File: config.mk
export PLATFORM = sky130hd
export DESIGN_NAME = muldiv_sequencer
export DESIGN_NICKNAME = d
export VERILOG_FILES = /design/src/rtl/muldiv_pkg.sv /design/src/rtl/muldiv_step.sv /design/src/rtl/muldiv_sequencer.sv
export SDC_FILE = /design/constraint.sdc
export NUM_CORES = 1
export LEC_CHECK = 0
export CORE_MARGIN = 2
export CORE_UTILIZATION = 40
export DETAILED_ROUTE_END_ITERATION = 16
export DONT_BUFFER_PORTS = 1
export PLACE_DENSITY = 0.59
export SLEW_MARGIN = 25
export SYNTH_ARGS = -nofsm -noshare
export SYNTH_HDL_FRONTEND = slang
export SYNTH_HIERARCHICAL = 1
export SYNTH_SLANG_ARGS = --single-unit
File: constraint.sdc
create_clock -name CLK -period 7.4 [get_ports CLK]
set_input_delay 1.85 -clock CLK [delete_from_list [all_inputs] [get_ports CLK]]
set_output_delay 1.85 -clock CLK [all_outputs]
set_load 0.02 [all_outputs]
File: src/rtl/muldiv_pkg.sv
// Shared encodings and helpers for the iterative multiply/divide sequencer.
package muldiv_pkg;

  localparam int unsigned MD_DEFAULT_SIZE = 32;

  typedef enum logic [1:0] {
    MD_MULT  = 2'd0,
    MD_MULTU = 2'd1,
    MD_DIV   = 2'd2,
    MD_DIVU  = 2'd3
  } md_op_e;

  typedef enum logic [1:0] {
    S_IDLE,
    S_LOAD,
    S_CALC,
    S_SIGN
  } md_state_e;

  function automatic int unsigned md_cnt_w(input int unsigned size);
    return $clog2(size);
  endfunction

  function automatic logic md_is_div(input md_op_e op);
    return (op == MD_DIV) || (op == MD_DIVU);
  endfunction

endpackage

File: src/rtl/muldiv_step.sv
// One combinational iteration: shift-add for multiply, restoring subtract-shift for divide.
module muldiv_step
  import muldiv_pkg::*;
#(
  parameter int unsigned DATA_SIZE = MD_DEFAULT_SIZE
) (
  input  logic                 is_div_i,
  input  logic [DATA_SIZE:0]   p_i,
  input  logic [DATA_SIZE-1:0] q_i,
  input  logic [DATA_SIZE-1:0] m_i,
  output logic [DATA_SIZE:0]   p_o,
  output logic [DATA_SIZE-1:0] q_o
);

  logic [DATA_SIZE:0]   sum;
  logic [DATA_SIZE:0]   shifted;
  logic [DATA_SIZE+1:0] diff;

  always_comb begin
    sum     = q_i[0] ? (p_i + {1'b0, m_i}) : p_i;
    shifted = {p_i[DATA_SIZE-1:0], q_i[DATA_SIZE-1]};
    // Extra top bit makes the trial subtraction's sign the borrow-out.
    diff    = {1'b0, shifted} - {2'b00, m_i};
    if (is_div_i) begin
      if (!diff[DATA_SIZE+1]) begin
        p_o = diff[DATA_SIZE:0];
        q_o = {q_i[DATA_SIZE-2:0], 1'b1};
      end else begin
        p_o = shifted;
        q_o = {q_i[DATA_SIZE-2:0], 1'b0};
      end
    end else begin
      p_o = {1'b0, sum[DATA_SIZE:1]};
      q_o = {sum[0], q_i[DATA_SIZE-1:1]};
    end
  end

endmodule

File: src/rtl/muldiv_sequencer.sv
// Iterative mult/multu/div/divu unit with HI/LO registers and Start/Busy/Done handshake.
module muldiv_sequencer
  import muldiv_pkg::*;
#(
  parameter int unsigned DATA_SIZE = MD_DEFAULT_SIZE
) (
  input  logic                 CLK,
  input  logic                 RST,
  input  logic                 Start,
  input  logic [1:0]           Op,
  input  logic [DATA_SIZE-1:0] SrcA,
  input  logic [DATA_SIZE-1:0] SrcB,
  input  logic                 HiWrite,
  input  logic                 LoWrite,
  input  logic [DATA_SIZE-1:0] WriteData,
  output logic                 Busy,
  output logic                 Done,
  output logic [DATA_SIZE-1:0] Hi,
  output logic [DATA_SIZE-1:0] Lo,
  output logic                 Unvalid
);

  localparam int unsigned CNT_W = md_cnt_w(DATA_SIZE);

  md_state_e              state_q, state_d;
  md_op_e                 op_q, op_d;
  logic [DATA_SIZE-1:0]   a_q, a_d, b_q, b_d;
  logic [DATA_SIZE:0]     p_q, p_d;
  logic [DATA_SIZE-1:0]   q_q, q_d, m_q, m_d;
  logic [CNT_W-1:0]       cnt_q, cnt_d;
  logic                   neg_prod_q, neg_prod_d;
  logic                   neg_quo_q, neg_quo_d;
  logic                   neg_rem_q, neg_rem_d;
  logic [DATA_SIZE-1:0]   hi_q, hi_d, lo_q, lo_d;
  logic                   done_q, done_d;
  logic                   unvalid_q, unvalid_d;

  logic                   is_div;
  logic                   is_signed;
  logic [DATA_SIZE-1:0]   abs_a, abs_b;
  logic [2*DATA_SIZE-1:0] prod;
  logic [DATA_SIZE:0]     step_p;
  logic [DATA_SIZE-1:0]   step_q;

  muldiv_step #(
    .DATA_SIZE (DATA_SIZE)
  ) u_step (
    .is_div_i (is_div),
    .p_i      (p_q),
    .q_i      (q_q),
    .m_i      (m_q),
    .p_o      (step_p),
    .q_o      (step_q)
  );

  always_comb begin
    is_div     = md_is_div(op_q);
    is_signed  = (op_q == MD_MULT) || (op_q == MD_DIV);
    abs_a      = (is_signed && a_q[DATA_SIZE-1]) ? -a_q : a_q;
    abs_b      = (is_signed && b_q[DATA_SIZE-1]) ? -b_q : b_q;
    prod       = {p_q[DATA_SIZE-1:0], q_q};

    state_d    = state_q;
    op_d       = op_q;
    a_d        = a_q;
    b_d        = b_q;
    p_d        = p_q;
    q_d        = q_q;
    m_d        = m_q;
    cnt_d      = cnt_q;
    neg_prod_d = neg_prod_q;
    neg_quo_d  = neg_quo_q;
    neg_rem_d  = neg_rem_q;
    hi_d       = hi_q;
    lo_d       = lo_q;
    done_d     = 1'b0;
    unvalid_d  = unvalid_q;

    case (state_q)
      S_IDLE: begin
        // Start wins over a same-cycle mthi/mtlo.
        if (Start) begin
          op_d    = md_op_e'(Op);
          a_d     = SrcA;
          b_d     = SrcB;
          state_d = S_LOAD;
        end else begin
          if (HiWrite) hi_d = WriteData;
          if (LoWrite) lo_d = WriteData;
        end
      end
      S_LOAD: begin
        neg_prod_d = (op_q == MD_MULT) && (a_q[DATA_SIZE-1] ^ b_q[DATA_SIZE-1]);
        neg_quo_d  = (op_q == MD_DIV)  && (a_q[DATA_SIZE-1] ^ b_q[DATA_SIZE-1]);
        neg_rem_d  = (op_q == MD_DIV)  && a_q[DATA_SIZE-1];
        if (is_div && (b_q == '0)) begin
          hi_d      = '0;
          lo_d      = '0;
          unvalid_d = 1'b1;
          done_d    = 1'b1;
          state_d   = S_IDLE;
        end else begin
          p_d     = '0;
          q_d     = is_div ? abs_a : abs_b;
          m_d     = is_div ? abs_b : abs_a;
          cnt_d   = '0;
          state_d = S_CALC;
        end
      end
      S_CALC: begin
        p_d   = step_p;
        q_d   = step_q;
        cnt_d = cnt_q + CNT_W'(1);
        if (cnt_q == CNT_W'(DATA_SIZE - 1)) state_d = S_SIGN;
      end
      S_SIGN: begin
        if (is_div) begin
          lo_d = neg_quo_q ? -q_q : q_q;
          hi_d = neg_rem_q ? -p_q[DATA_SIZE-1:0] : p_q[DATA_SIZE-1:0];
        end else begin
          {hi_d, lo_d} = neg_prod_q ? -prod : prod;
        end
        unvalid_d = 1'b0;
        done_d    = 1'b1;
        state_d   = S_IDLE;
      end
      default: state_d = S_IDLE;
    endcase
  end

  always_ff @(posedge CLK or negedge RST) begin
    if (!RST) begin
      state_q    <= S_IDLE;
      op_q       <= MD_MULT;
      a_q        <= '0;
      b_q        <= '0;
      p_q        <= '0;
      q_q        <= '0;
      m_q        <= '0;
      cnt_q      <= '0;
      neg_prod_q <= 1'b0;
      neg_quo_q  <= 1'b0;
      neg_rem_q  <= 1'b0;
      hi_q       <= '0;
      lo_q       <= '0;
      done_q     <= 1'b0;
      unvalid_q  <= 1'b0;
    end else begin
      state_q    <= state_d;
      op_q       <= op_d;
      a_q        <= a_d;
      b_q        <= b_d;
      p_q        <= p_d;
      q_q        <= q_d;
      m_q        <= m_d;
      cnt_q      <= cnt_d;
      neg_prod_q <= neg_prod_d;
      neg_quo_q  <= neg_quo_d;
      neg_rem_q  <= neg_rem_d;
      hi_q       <= hi_d;
      lo_q       <= lo_d;
      done_q     <= done_d;
      unvalid_q  <= unvalid_d;
    end
  end

  assign Busy    = (state_q != S_IDLE);
  assign Done    = done_q;
  assign Hi      = hi_q;
  assign Lo      = lo_q;
  assign Unvalid = unvalid_q;

endmodule
# Yosys cells after proc, flatten, opt, wreduce, memory -nomap -nowiden
# Cells that the tools add are included.
dict set report totals {
  ff_bits 239
  inputBits 103
  output_inout_bits 67
  word_cells 95
}
dict set report classes {
  n_addsub 8
  eq_ne 13
  mux 35
  bitwise_logic 2
  reduce_logical 22
}
# operator count
set op_table {}
lappend op_table {{32-bit 2-to-1 mux} 15}
lappend op_table {{32-bit one-hot mux with 3 select lines} 2}
lappend op_table {{33-bit 2-to-1 mux} 4}
lappend op_table {{32-bit negator} 4}
lappend op_table {{33-bit one-hot mux with 2 select lines} 1}
lappend op_table {{64-bit 2-to-1 mux} 1}
lappend op_table {{64-bit negator} 1}
lappend op_table {{32-bit one-hot mux with 2 select lines} 1}
lappend op_table {{33-bit by 32-bit subtractor with 34-bit output} 1}
lappend op_table {{33-bit by 32-bit adder with 33-bit output} 1}
lappend op_table {{32-bit logical NOT} 1}
lappend op_table {{2-bit inequality test, second input constant} 7}
lappend op_table {{5-bit one-hot mux with 2 select lines} 1}
lappend op_table {{2-bit AND reduction} 5}
lappend op_table {{2-bit == test, second input constant} 4}
lappend op_table {{2-bit one-hot mux with 4 select lines} 1}
lappend op_table {{4-bit AND reduction} 2}
lappend op_table {{1-bit logical AND} 6}
lappend op_table {{2-bit 2-to-1 mux} 3}
lappend op_table {{2-bit nonzero test} 3}
lappend op_table {{5-bit by 1-bit adder with 5-bit output, second input constant} 1}
lappend op_table {{5-bit == test, second input constant} 1}
lappend op_table {{5-bit 2-to-1 mux} 1}
lappend op_table {{2-bit logical NOT} 2}
lappend op_table {{7 further kinds} 11}

# Longest topological paths before layout
dict set report logic_depth {
  depth_word 7
  depth_mapped 15
}

# Cells and area by module
# The synthesis kept the hierarchy.
# mod instances cells_per_inst area_each_um2 seq_area_each_um2
set modules_own_cells {}
lappend modules_own_cells {muldiv_sequencer 1 1425 13319.0 5980.7}
lappend modules_own_cells {muldiv_step 1 686 4815.9 0.0}

# Worst setup path after synthesis
# Ideal clock, no wire load.
dict set report synth_timing {
  path_type {in2reg}
  from {input port Start}
  to {register hi_q[12] (netlist: Hi[12])}
  setup_ps 135
  arrival_ps 3041
  t_required_ps 7265
  path_slack_ps 4224
  stages 6
  path_buffers 2
  path_cell_list {inv_1 nand3b_1 clkbuf_1 buf_1 mux2i_1 o32ai_1}
}
dict set report synth_via {
  elab_chain_cells 2
}
# item line_no
set synth_rtl {}
lappend synth_rtl {{from (decl)} muldiv_sequencer.sv:9} ;# input logic Start,
lappend synth_rtl {{2-bit inequality test (no line)} -}
lappend synth_rtl {{4-bit AND reduction (no line)} -}
lappend synth_rtl {{to (signal assigned)} muldiv_sequencer.sv:160} ;# hi_q <= hi_d;
lappend synth_rtl {{to (decl)} muldiv_sequencer.sv:34} ;# logic [DATA_SIZE-1:0] hi_q, hi_d, lo_q, lo_d;
# Every way passes these cells.
# A chain may end at the register's enable or synchronous reset.

# Worst setup path in the final report
dict set report layout_timing {
  from {register op_q[1]}
  to {register m_q[15]}
}
dict set report layout_via {
  elab_chain_cells 5
  elab_cells_between_ends 13
  cone_classes {eq/ne: 2; mux: 3; bitwise: 1; reduce/logical: 7}
}
# item line_no
set layout_rtl {}
lappend layout_rtl {{from (decl)} muldiv_sequencer.sv:26} ;# md_op_e op_q, op_d;
lappend layout_rtl {{from (signal assigned)} muldiv_sequencer.sv:150} ;# op_q <= op_d;
lappend layout_rtl {{2-bit == test (tied with other cells)} {muldiv_pkg.sv:25, muldiv_sequencer.sv:58}}
lappend layout_rtl {{1-bit logical OR, on equally long branches} {muldiv_sequencer.sv:58, muldiv_pkg.sv:25}}
lappend layout_rtl {{1-bit logical AND, on equally long branches} {muldiv_sequencer.sv:59, muldiv_sequencer.sv:60, muldiv_sequencer.sv:96}}
lappend layout_rtl {{32-bit 2-to-1 mux (tied with other cells)} muldiv_sequencer.sv:59} ;# abs_a = (is_signed && a_q[DATA_SIZE-1]) ? -a_q : a_q;
lappend layout_rtl {{32-bit 2-to-1 mux or 2-bit AND reduction (tied branches)} -}
lappend layout_rtl {{to (signal assigned)} muldiv_sequencer.sv:155} ;# m_q <= m_d;
lappend layout_rtl {{to (decl)} muldiv_sequencer.sv:29} ;# logic [DATA_SIZE-1:0] q_q, q_d, m_q, m_d;
# Parallel ways exist; a longest one is shown, timed or not.

==> results.yml <==
clocking:
  clk_path_buf_depth: 3
  cts_resized: 0
  hold_buffers: 0
  cts.sinks: 239
  cts.clk_slew.worst_paths_ns: 0.06
  cts_max_level: 1
  clk_latency_ns: 0.60
  postCtsSetupBuffers: 0
  cts_tree: "yes"
  cts_root_buf: "clkbuf_16"
  cts_inserted_buffers: 28
yosys:
  ys_warn_count: 6
  ys_types: 93
  syn_inst: 2111
  synth_edf_count: 0
  ys_seq_elements: 239
  async_reset_ff_frac: 1.00
  synth_area_mm2: 0.0181
  synth_area_per_cell_um2: 8.59
  synth_flop_cell: "dfrtp_1"
  seq_area_frac_synth: 0.330
  syn-num-nets: 2286
finish:
  drive_gt1_frac: 0.103
  final_common_cell: "dfrtp_1"
  regArea_mm2: 0.00599
  final.fill_count: 4476
  nets: 2214
  mostFrequentLayoutCells: "237 x dfrtp_1, 230 x nand2_1, 182 x a21oi_1"
  multi_input_area_mm2: 0.0114
  synthToLayoutAreaGrowth_pct: 7.82
die:
  pin_count: 170
  die_x_um: 217
  die_area_mm2: 0.0471
  start_util: 0.402
  row_count: 78
  die_h_um: 217
  coreArea_mm2: 0.0451
place:
  gp_congestion: 0.953
  place_hpwl_um: 47000
  io_buffers: 0
global_route:
  use_met3: 0.0597
  antenna_found_initial: 1
  grt_pass1_vias: 15400
  grt_max_degree: 240
  met2_usage: 0.409
  grt_use_met1: 0.365
  overflow: 0
  top_usage_layer: "met2"
  grt_use_total: 0.264
  grt_first_pass_wirelength_um: 96300
timing:
  slew_headroom: 0.289
  slew_viol_final: 0
  setup_viol: 0
  setup-tns-final_ns: 0
  clock_skew_ns: 0.0203
  max_freq_ghz: 0.213
  report.final.hold_viol_count: 0
  finalCritPeriodShare: 0.636
  fin_crit_ns: 4.70
  rsz0062_at_grt: "no"
  tightest_slew_ns: 1.06
worst_setup_path:
  cp.depth: 7
  start_kind: "flip-flop"
  path_cells: "inv_1 -> or4_1 -> nor4_4 -> or2_2 -> buf_4 -> nor2_1 -> a221o_1"
  timing.reg2reg.setup_slack_ns: 2.70
  startpoint: "op_q[1]"
  r2r_end: "m_q[15]"
  crit_family: "simple AND/OR/NAND/NOR gates"
  arrival_ns: 5.19
  crit_path_max_incr_delay_ns: 0.90
  critPathKind: "reg -> reg"
  cp.required_ns: 7.88
  ff2ff_path_depth: 7
  crit_slowest_cell: "dfrtp_4"
  timing.rr.start: "op_q[1]"
  worst-path-buf-inv: 2
  crit_fanout: 60
  cp-end-kind: "flip-flop"
  endpoint: "m_q[15]"
run:
  cap_violations: 0
drt:
  vias_per_cell: 6.16
  firstDrtPassIters: 6
  vias: 16400
  detail-route-antenna-nets: 0
  remaining_drc_errors: 0
  wl_per_cell_um: 23.9
  drt_iter0_drc: 1589
  routed_wl_um: 63600
min_path:
  hold_class: "reg -> reg"
status:
  status: "completed"
[sequential cells by signal, indices dropped and copies added, names as in the netlist, named ones only]
register and count:
Unvalid 1, op_q 2, p_q 33, neg_prod_q 1, neg_rem_q 1, b_q 32, state_q 1, Done 1
neg_quo_q 1, Hi 32, m_q 32, Lo 32, a_q 32, q_q 32, cnt_q 5
[cells in the mapped netlist (34+ instances only)]
cell type | n | area [um2]
a31oi_1 | 34 | 213
nor2_1 | 145 | 544
a21oi_1 | 184 | 921
a22oi_1 | 34 | 255
mux2i_1 | 75 | 751
dfrtp_1 | 239 | 5980
xnor2_1 | 84 | 736
nor3_1 | 36 | 180
ha_1 | 70 | 876
nand2_1 | 231 | 867
inv_1 | 65 | 244
o21ai_0 | 136 | 681
xor2_1 | 88 | 771
o22ai_1 | 37 | 231
mux2_2 | 95 | 1070
clkbuf_1 | 100 | 375
[metrics by stage]
stage | hold WS, ns | area, um2 | utilization | worst slack (ns) | instances
6_report | 0.512 | 19600 | 0.434 | 2.70 | 2662
5_1_grt | 0.530 | 19600 | 0.434 | 2.40 | 2661
4_1_cts | 0.507 | 19500 | 0.432 | 2.73 | 2660
3_5_place_dp | 0.498 | 18600 | 0.412 | 2.76 | 2608
3_3_place_gp | 0.496 | 18600 | 0.412 | 2.84 | 2608
2_1_floorplan | 0.464 | 18100 | - | 4.22 | 2111
[cells by family after synthesis]
| kind of cell | Yosys count | share of synthesized area |
|---|---|---|
| AO/OA/AOI/OAI | 652 | 0.232 |
| XOR/XNOR | 172 | 0.0831 |
| adder cells (fa/ha/maj) | 72 | 0.0505 |
| buffers and inverters | 196 | 0.0442 |
| flip-flops | 239 | 0.330 |
| multiplexers | 171 | 0.101 |
| AND/OR/NAND/NOR | 609 | 0.159 |
[layout make-up]
class | count | area share
clock inverter | 14 | 0.00774
tap | 600 | 0.0384
timing repair buffer | 27 | 0.0116
multi-input combinational | 1676 | 0.583
antenna | 1 | 0.000128
clock buffer | 38 | 0.0398
sequential | 239 | 0.306
inverter | 67 | 0.0129
[layer usage]
layer,vias to the layer above,share of wire
li1,7598,-
met1,8067,0.44
met2,617,0.44
met3,110,0.079
met4,0,0.037
met5,-,0
[worst min-delay path by stage]
stage / endpoint / from / slack [ns] / cells after the start
finish: cnt_q[2] / cnt_q[2] / 0.51 / 1
global route: cnt_q[2] / cnt_q[2] / 0.53 / 1
CTS: cnt_q[2] / cnt_q[2] / 0.51 / 1
detailed placement: cnt_q[2] / cnt_q[2] / 0.50 / 1
global placement: cnt_q[2] / cnt_q[2] / 0.50 / 1
floorplan: cnt_q[2] / cnt_q[2] / 0.46 / 1
Power is not shown: default switching activity piles up to over one toggle a cycle in this logic, so the estimate is an artifact.
